===== src/rtl/fifo_pkg.sv =====
// Shared helpers for the dual-clock FIFO controllers.
// Gray/binary conversion and the pointer-width rule.
package fifo_pkg;

   localparam int MAX_W = 16;

   function automatic int ptr_w(input int addr_w);
      return addr_w + 1;
   endfunction

   function automatic logic [MAX_W-1:0] bin2gray(
      input logic [MAX_W-1:0] b
   );
      return b ^ (b >> 1);
   endfunction

   // Zero-extended inputs convert correctly: upper zeros leave the prefix XOR intact.
   function automatic logic [MAX_W-1:0] gray2bin(
      input logic [MAX_W-1:0] g
   );
      logic [MAX_W-1:0] b;
      b[MAX_W-1] = g[MAX_W-1];
      for (int i = MAX_W - 2; i >= 0; i--) begin
         b[i] = b[i+1] ^ g[i];
      end
      return b;
   endfunction

endpackage


===== src/rtl/fifo_rd_ctrl_gray_sync.sv =====
// Multi-flop synchronizer for a Gray-coded pointer.
// Shared by the read-side and write-side controllers.
module gray_sync #(
   parameter int W      = 5,
   parameter int STAGES = 2
) (
   input  logic         i_clk,
   input  logic         i_rst_n,
   input  logic [W-1:0] i_d,
   output logic [W-1:0] o_q
);

   logic [W-1:0] r_q [STAGES];

   always_ff @(posedge i_clk or negedge i_rst_n) begin
      if (!i_rst_n) begin
         for (int i = 0; i < STAGES; i++) begin
            r_q[i] <= '0;
         end
      end else begin
         r_q[0] <= i_d;
         for (int i = 1; i < STAGES; i++) begin
            r_q[i] <= r_q[i-1];
         end
      end
   end

   assign o_q = r_q[STAGES-1];

endmodule


===== src/rtl/fifo_rd_ctrl.sv =====
// Read-domain controller of the async FIFO: pointers, empty,
// fill level, almost-empty and sticky underflow.
module fifo_rd_ctrl
   import fifo_pkg::*;
#(
   parameter int ADDR_W      = 4,
   parameter int SYNC_STAGES = 2,
   parameter int AEMPTY_TH   = 2
) (
   input  logic              rclk,
   input  logic              rrst_n,
   input  logic [ADDR_W:0]   wptr_gray,
   input  logic              rinc,
   input  logic              uf_clr,
   output logic [ADDR_W:0]   rptr_gray,
   output logic [ADDR_W-1:0] raddr,
   output logic              ren,
   output logic              rempty,
   output logic              raempty,
   output logic [ADDR_W:0]   rlevel,
   output logic              runderflow
);

   localparam int PTR_W = ptr_w(ADDR_W);

   logic [PTR_W-1:0] r_rbin;
   logic [PTR_W-1:0] r_rgray;
   logic             r_empty;
   logic             r_aempty;
   logic [PTR_W-1:0] r_level;
   logic             r_uf;

   logic [PTR_W-1:0] w_wq_gray;
   logic [PTR_W-1:0] w_wq_bin;
   logic             w_accept;
   logic [PTR_W-1:0] w_rbin_next;
   logic [PTR_W-1:0] w_rgray_next;
   logic [PTR_W-1:0] w_level_next;

   gray_sync #(
      .W      (PTR_W),
      .STAGES (SYNC_STAGES)
   ) u_wsync (
      .i_clk   (rclk),
      .i_rst_n (rrst_n),
      .i_d     (wptr_gray),
      .o_q     (w_wq_gray)
   );

   assign w_accept     = rinc & ~r_empty;
   assign w_rbin_next  = r_rbin + PTR_W'(w_accept);
   assign w_rgray_next = PTR_W'(bin2gray(MAX_W'(w_rbin_next)));
   assign w_wq_bin     = PTR_W'(gray2bin(MAX_W'(w_wq_gray)));
   // Modular difference: a stale wq_bin only under-reports the level.
   assign w_level_next = w_wq_bin - w_rbin_next;

   always_ff @(posedge rclk or negedge rrst_n) begin
      if (!rrst_n) begin
         r_rbin   <= '0;
         r_rgray  <= '0;
         r_empty  <= 1'b1;
         r_aempty <= 1'b1;
         r_level  <= '0;
         r_uf     <= 1'b0;
      end else begin
         r_rbin   <= w_rbin_next;
         r_rgray  <= w_rgray_next;
         r_empty  <= (w_rgray_next == w_wq_gray);
         r_aempty <= (w_level_next <= PTR_W'(AEMPTY_TH));
         r_level  <= w_level_next;
         // Set has priority over clear.
         if (rinc & r_empty) begin
            r_uf <= 1'b1;
         end else if (uf_clr) begin
            r_uf <= 1'b0;
         end
      end
   end

   assign rptr_gray  = r_rgray;
   assign raddr      = r_rbin[ADDR_W-1:0];
   assign ren        = w_accept;
   assign rempty     = r_empty;
   assign raempty    = r_aempty;
   assign rlevel     = r_level;
   assign runderflow = r_uf;

endmodule

===== config.mk =====
export PLATFORM = sky130hd
export DESIGN_NAME = fifo_rd_ctrl
export DESIGN_NICKNAME = d
export VERILOG_FILES = /design/src/rtl/fifo_pkg.sv /design/src/rtl/fifo_rd_ctrl_gray_sync.sv /design/src/rtl/fifo_rd_ctrl.sv
export SDC_FILE = /design/constraint.sdc
export NUM_CORES = 1
export LEC_CHECK = 0
export ABC_AREA = 1
export ABC_CLOCK_PERIOD_IN_PS = 2000
export BUFFER_PORTS_ARGS = -buffer_cell sky130_fd_sc_hd__clkbuf_2
export CORE_ASPECT_RATIO = 1.75
export CORE_MARGIN = 2
export CORE_UTILIZATION = 35
export CTS_BUF_LIST = sky130_fd_sc_hd__clkbuf_16
export DETAILED_ROUTE_END_ITERATION = 12
export SLEW_MARGIN = 40
export SYNTH_ARGS = -nofsm -noshare
export SYNTH_HDL_FRONTEND = slang
export SYNTH_SLANG_ARGS = --single-unit
export TNS_END_PERCENT = 10

===== constraint.sdc =====
create_clock -name rclk -period 2 [get_ports rclk]
set_clock_uncertainty 0.05 [all_clocks]
set_input_delay 0.2 -clock rclk [delete_from_list [all_inputs] [get_ports rclk]]
set_output_delay 0.2 -clock rclk [all_outputs]
set_load 0.05 [all_outputs]

==> reports/metrics.yaml <==
timing:
  setup_ws_ns: -0.3512
  max_freq_mhz: 425.3
  slew_viol_final: 0
  period_minus_slack_ns: 2.351
  tightest_slew_ns: 0.6400
  hold_viol_final: 1
  max-slew-margin-rel: 0.5733
  setup_viol: 4
  rsz0062_at_grt: "yes"
  setup_tns_ns: -0.9426
  hold_ws_ns: -0.001225
  finalCritPeriodShare: 1.176
logic_synthesis:
  synth-warning-count: 0
  synthesis.area_mm2: 0.001310
  seq_area_frac_synth: 0.5177
  synth_cell_types: 20
  ys_seq_elements: 27
  syn_nets: 160
  syn_inst: 144
  synth.avg_cell_area_um2: 9.097
power_and_ir_drop:
  powerDensity_mw_per_mm2: 1802
  p_sw_frac: 0.5030
  p_leak_nw: 0.9538
  max-vdd-ir-drop_mv: 1.045
  comb_power_share: 0.602
  pwr-share-clk: 0.139
  pwr-share-seq: 0.258
  switchingPower_mw: 1.651
  power.internal_mw: 1.632
final_layout:
  drive_above_1_share: 0.4611
  final_common_cell: "nand2_1"
  final_cell_area_mm2: 0.001822
  mostFrequentLayoutCells: "29 x nand2_1, 26 x clkbuf_2, 25 x dfrtp_1, 21 x nand2_2, 17 x inv_1"
  num_antenna_cells: 0
  final_cells: 239
  fill_cells: 330
  postLayoutCoreUtil: 0.5071
  fin_nets: 210
  area.growth.synth_to_final_pct: 39.06
floorplanning:
  io_pins: 27
  die_h_um: 84.93
  initial_core_util: 0.3647
  die_area_mm2: 0.004267
  num_rows: 29
  die_w_um: 50.25
  core_mm2: 0.003592
worst_hold_path:
  min-delay-start: "wptr_gray[4]"
  hold_class: "in2reg"
  hold-path-endpoint: "u_wsync.r_q[9]"
  min_path_cells: 1
critical_path:
  worstRegToRegCells: 14
  worstReg2RegEnd: "raempty"
  cp.arrival_ns: 2.51
  reg2reg_slack_ns: -0.35
  rr_startpoint: "u_wsync.o_q[4]"
  start_kind: "register"
  path_class: "reg2reg"
  crit_start: "u_wsync.o_q[4]"
  required_ns: 2.15
  worst-path-max-fanout: 4
  end_kind: "register"
placed_design:
  portBuffers: 26
  place_area_mm2: 0.001627
  dp_hpwl_um: 2135
  post-place-cells: 226
  dp_slack_ns: -0.3512
  gp_congestion: 0.8154
drt:
  totalWireLength_um: 2879
  drcViolationCount: 0
  dr.pass1.iters: 4
  drtIter0Drc: 12
  via_count: 1096
  ant_nets: 0
  vias_per_cell: 4.586
  drt-wirelength-per-cell_um: 12.05
run_status:
  status: "complete, but fails checks"
  violations: "hold timing, setup timing"
clock_tree:
  clk_latency_ns: 0.26
  cts.path.max_buffers: 2
  cts-root-buf: "clkbuf_16"
  cts_made_buffers: 3
  clock-sinks: 27
  cts_htree_levels: 1
  cts_tree: "done"
  path_clk_slew_ns: 0.07
global_routing:
  grt_pass1_vias: 1165
  grt_pass1_wl_um: 4809
  grt_max_degree: 28
  grt-ovfl-total: 0
  antenna_found_initial: 0
  grt_use_total: 0.1490
flow_run:
  cap_viol_max_count: 0
cells by family (layout without fill, tap and decap cells):
family | Yosys count | count (layout) | synth area share
AO/OA/AOI/OAI | 4 | 4 | 0.01814
XOR/XNOR | 4 | 4 | 0.03248
adder cells (fa/ha/maj) | 7 | 7 | 0.07259
buffers and inverters | 23 | 72 | 0.07163
flip-flops | 27 | 27 | 0.5177
AND/OR/NAND/NOR | 79 | 79 | 0.2875
critical path, cell delays in order, from the launching register on:
cell	delay, ns
dfrtp_1	0.42
inv_2	0.10
nand2_2	0.06
nand3_2	0.08
nand2_2	0.08
xor2_2	0.20
xor2_1	0.20
ha_2	0.21
inv_2	0.05
fa_2	0.45
inv_1	0.07
nor2_1	0.03
nor2_1	0.09
nand3_1	0.08
nor2_2	0.11
per-stage QoR:
stage                     power (mW)  hold slack (ns)
final                          3.283        -0.001225
after global routing           3.513         0.001698
after CTS                      3.242         0.001430
after detailed placement       2.754           0.2146
after global placement         2.705           0.2043
after floorplan                2.261          -0.1456
synthesized netlist by cell type:
cell | n | area share
xor2_2 | 1 | 0.012
nand3_1 | 17 | 0.065
inv_1 | 19 | 0.054
nor2_1 | 6 | 0.017
ha_1 | 6 | 0.057
xor2_1 | 3 | 0.020
nand4_1 | 1 | 0.0048
a21oi_1 | 2 | 0.0076
nand3b_1 | 1 | 0.0057
o21ai_0 | 1 | 0.0038
dfstp_2 | 2 | 0.040
nand2_1 | 35 | 0.10
buf_6 | 1 | 0.0086
inv_2 | 3 | 0.0086
nand2_2 | 15 | 0.072
nand2_4 | 1 | 0.0086
o21ai_2 | 1 | 0.0067
nor2_2 | 3 | 0.014
dfrtp_1 | 25 | 0.48
fa_1 | 1 | 0.015
state kept, by name (all words and copies together) (netlist names):
name         cells
r_rbin           5
runderflow       1
raempty          1
rptr_gray        4
rlevel           5
rempty           1
u_wsync.r_q      5
u_wsync.o_q      5
power groups by stage:
stage                     clock [mW]  combinational [mW]  sequential (mW)
after floorplan                    0               0.883             1.38
after detailed placement           0                1.89            0.861
after global routing           0.482                2.15            0.878
after CTS                      0.461                1.93            0.851
after global placement             0                1.85            0.852
final                          0.457                1.98            0.848
worst max-delay path by stage:
stage	cells past startpoint	slack (ns)	end
2_1_floorplan	12	-0.24	raempty
3_3_place_gp	16	-0.21	raempty
3_5_place_dp	16	-0.35	raempty
4_1_cts	14	-0.30	raempty
5_1_grt	14	-0.47	raempty
6_report	14	-0.35	raempty
per-layer routing:
layer  vias up  share of wire  global-route usage  wire [um]
met5         -              0                   0          0
met4         0          0.023             0.09596         65
met3         5          0.020             0.01585         58
met2        14           0.60              0.2871       1722
met1       531           0.36              0.1407       1032
li1        546              -                   -          -
area by class of cell:
cell class / instances / area (um^2) / area share
sequential: 27 / 678.2 / 0.3723
tap: 46 / 57.56 / 0.03159
inverter: 22 / 82.58 / 0.04533
timing repair buffer: 46 / 292.8 / 0.1607
clock inverter: 1 / 5.005 / 0.002747
multi-input combinational: 94 / 630.6 / 0.3462
clock buffer: 3 / 75.07 / 0.04121
timing repair:
action                                 in CTS  in global routing
pin swaps                                   1                  9
endpoints found under the hold margin      29                  0
hold buffers                                5                  0
setup endpoints to repair                   4                  5
gates resized for setup                     4                  9
setup buffers                               0                  4
(Power assumes the default switching activity.)
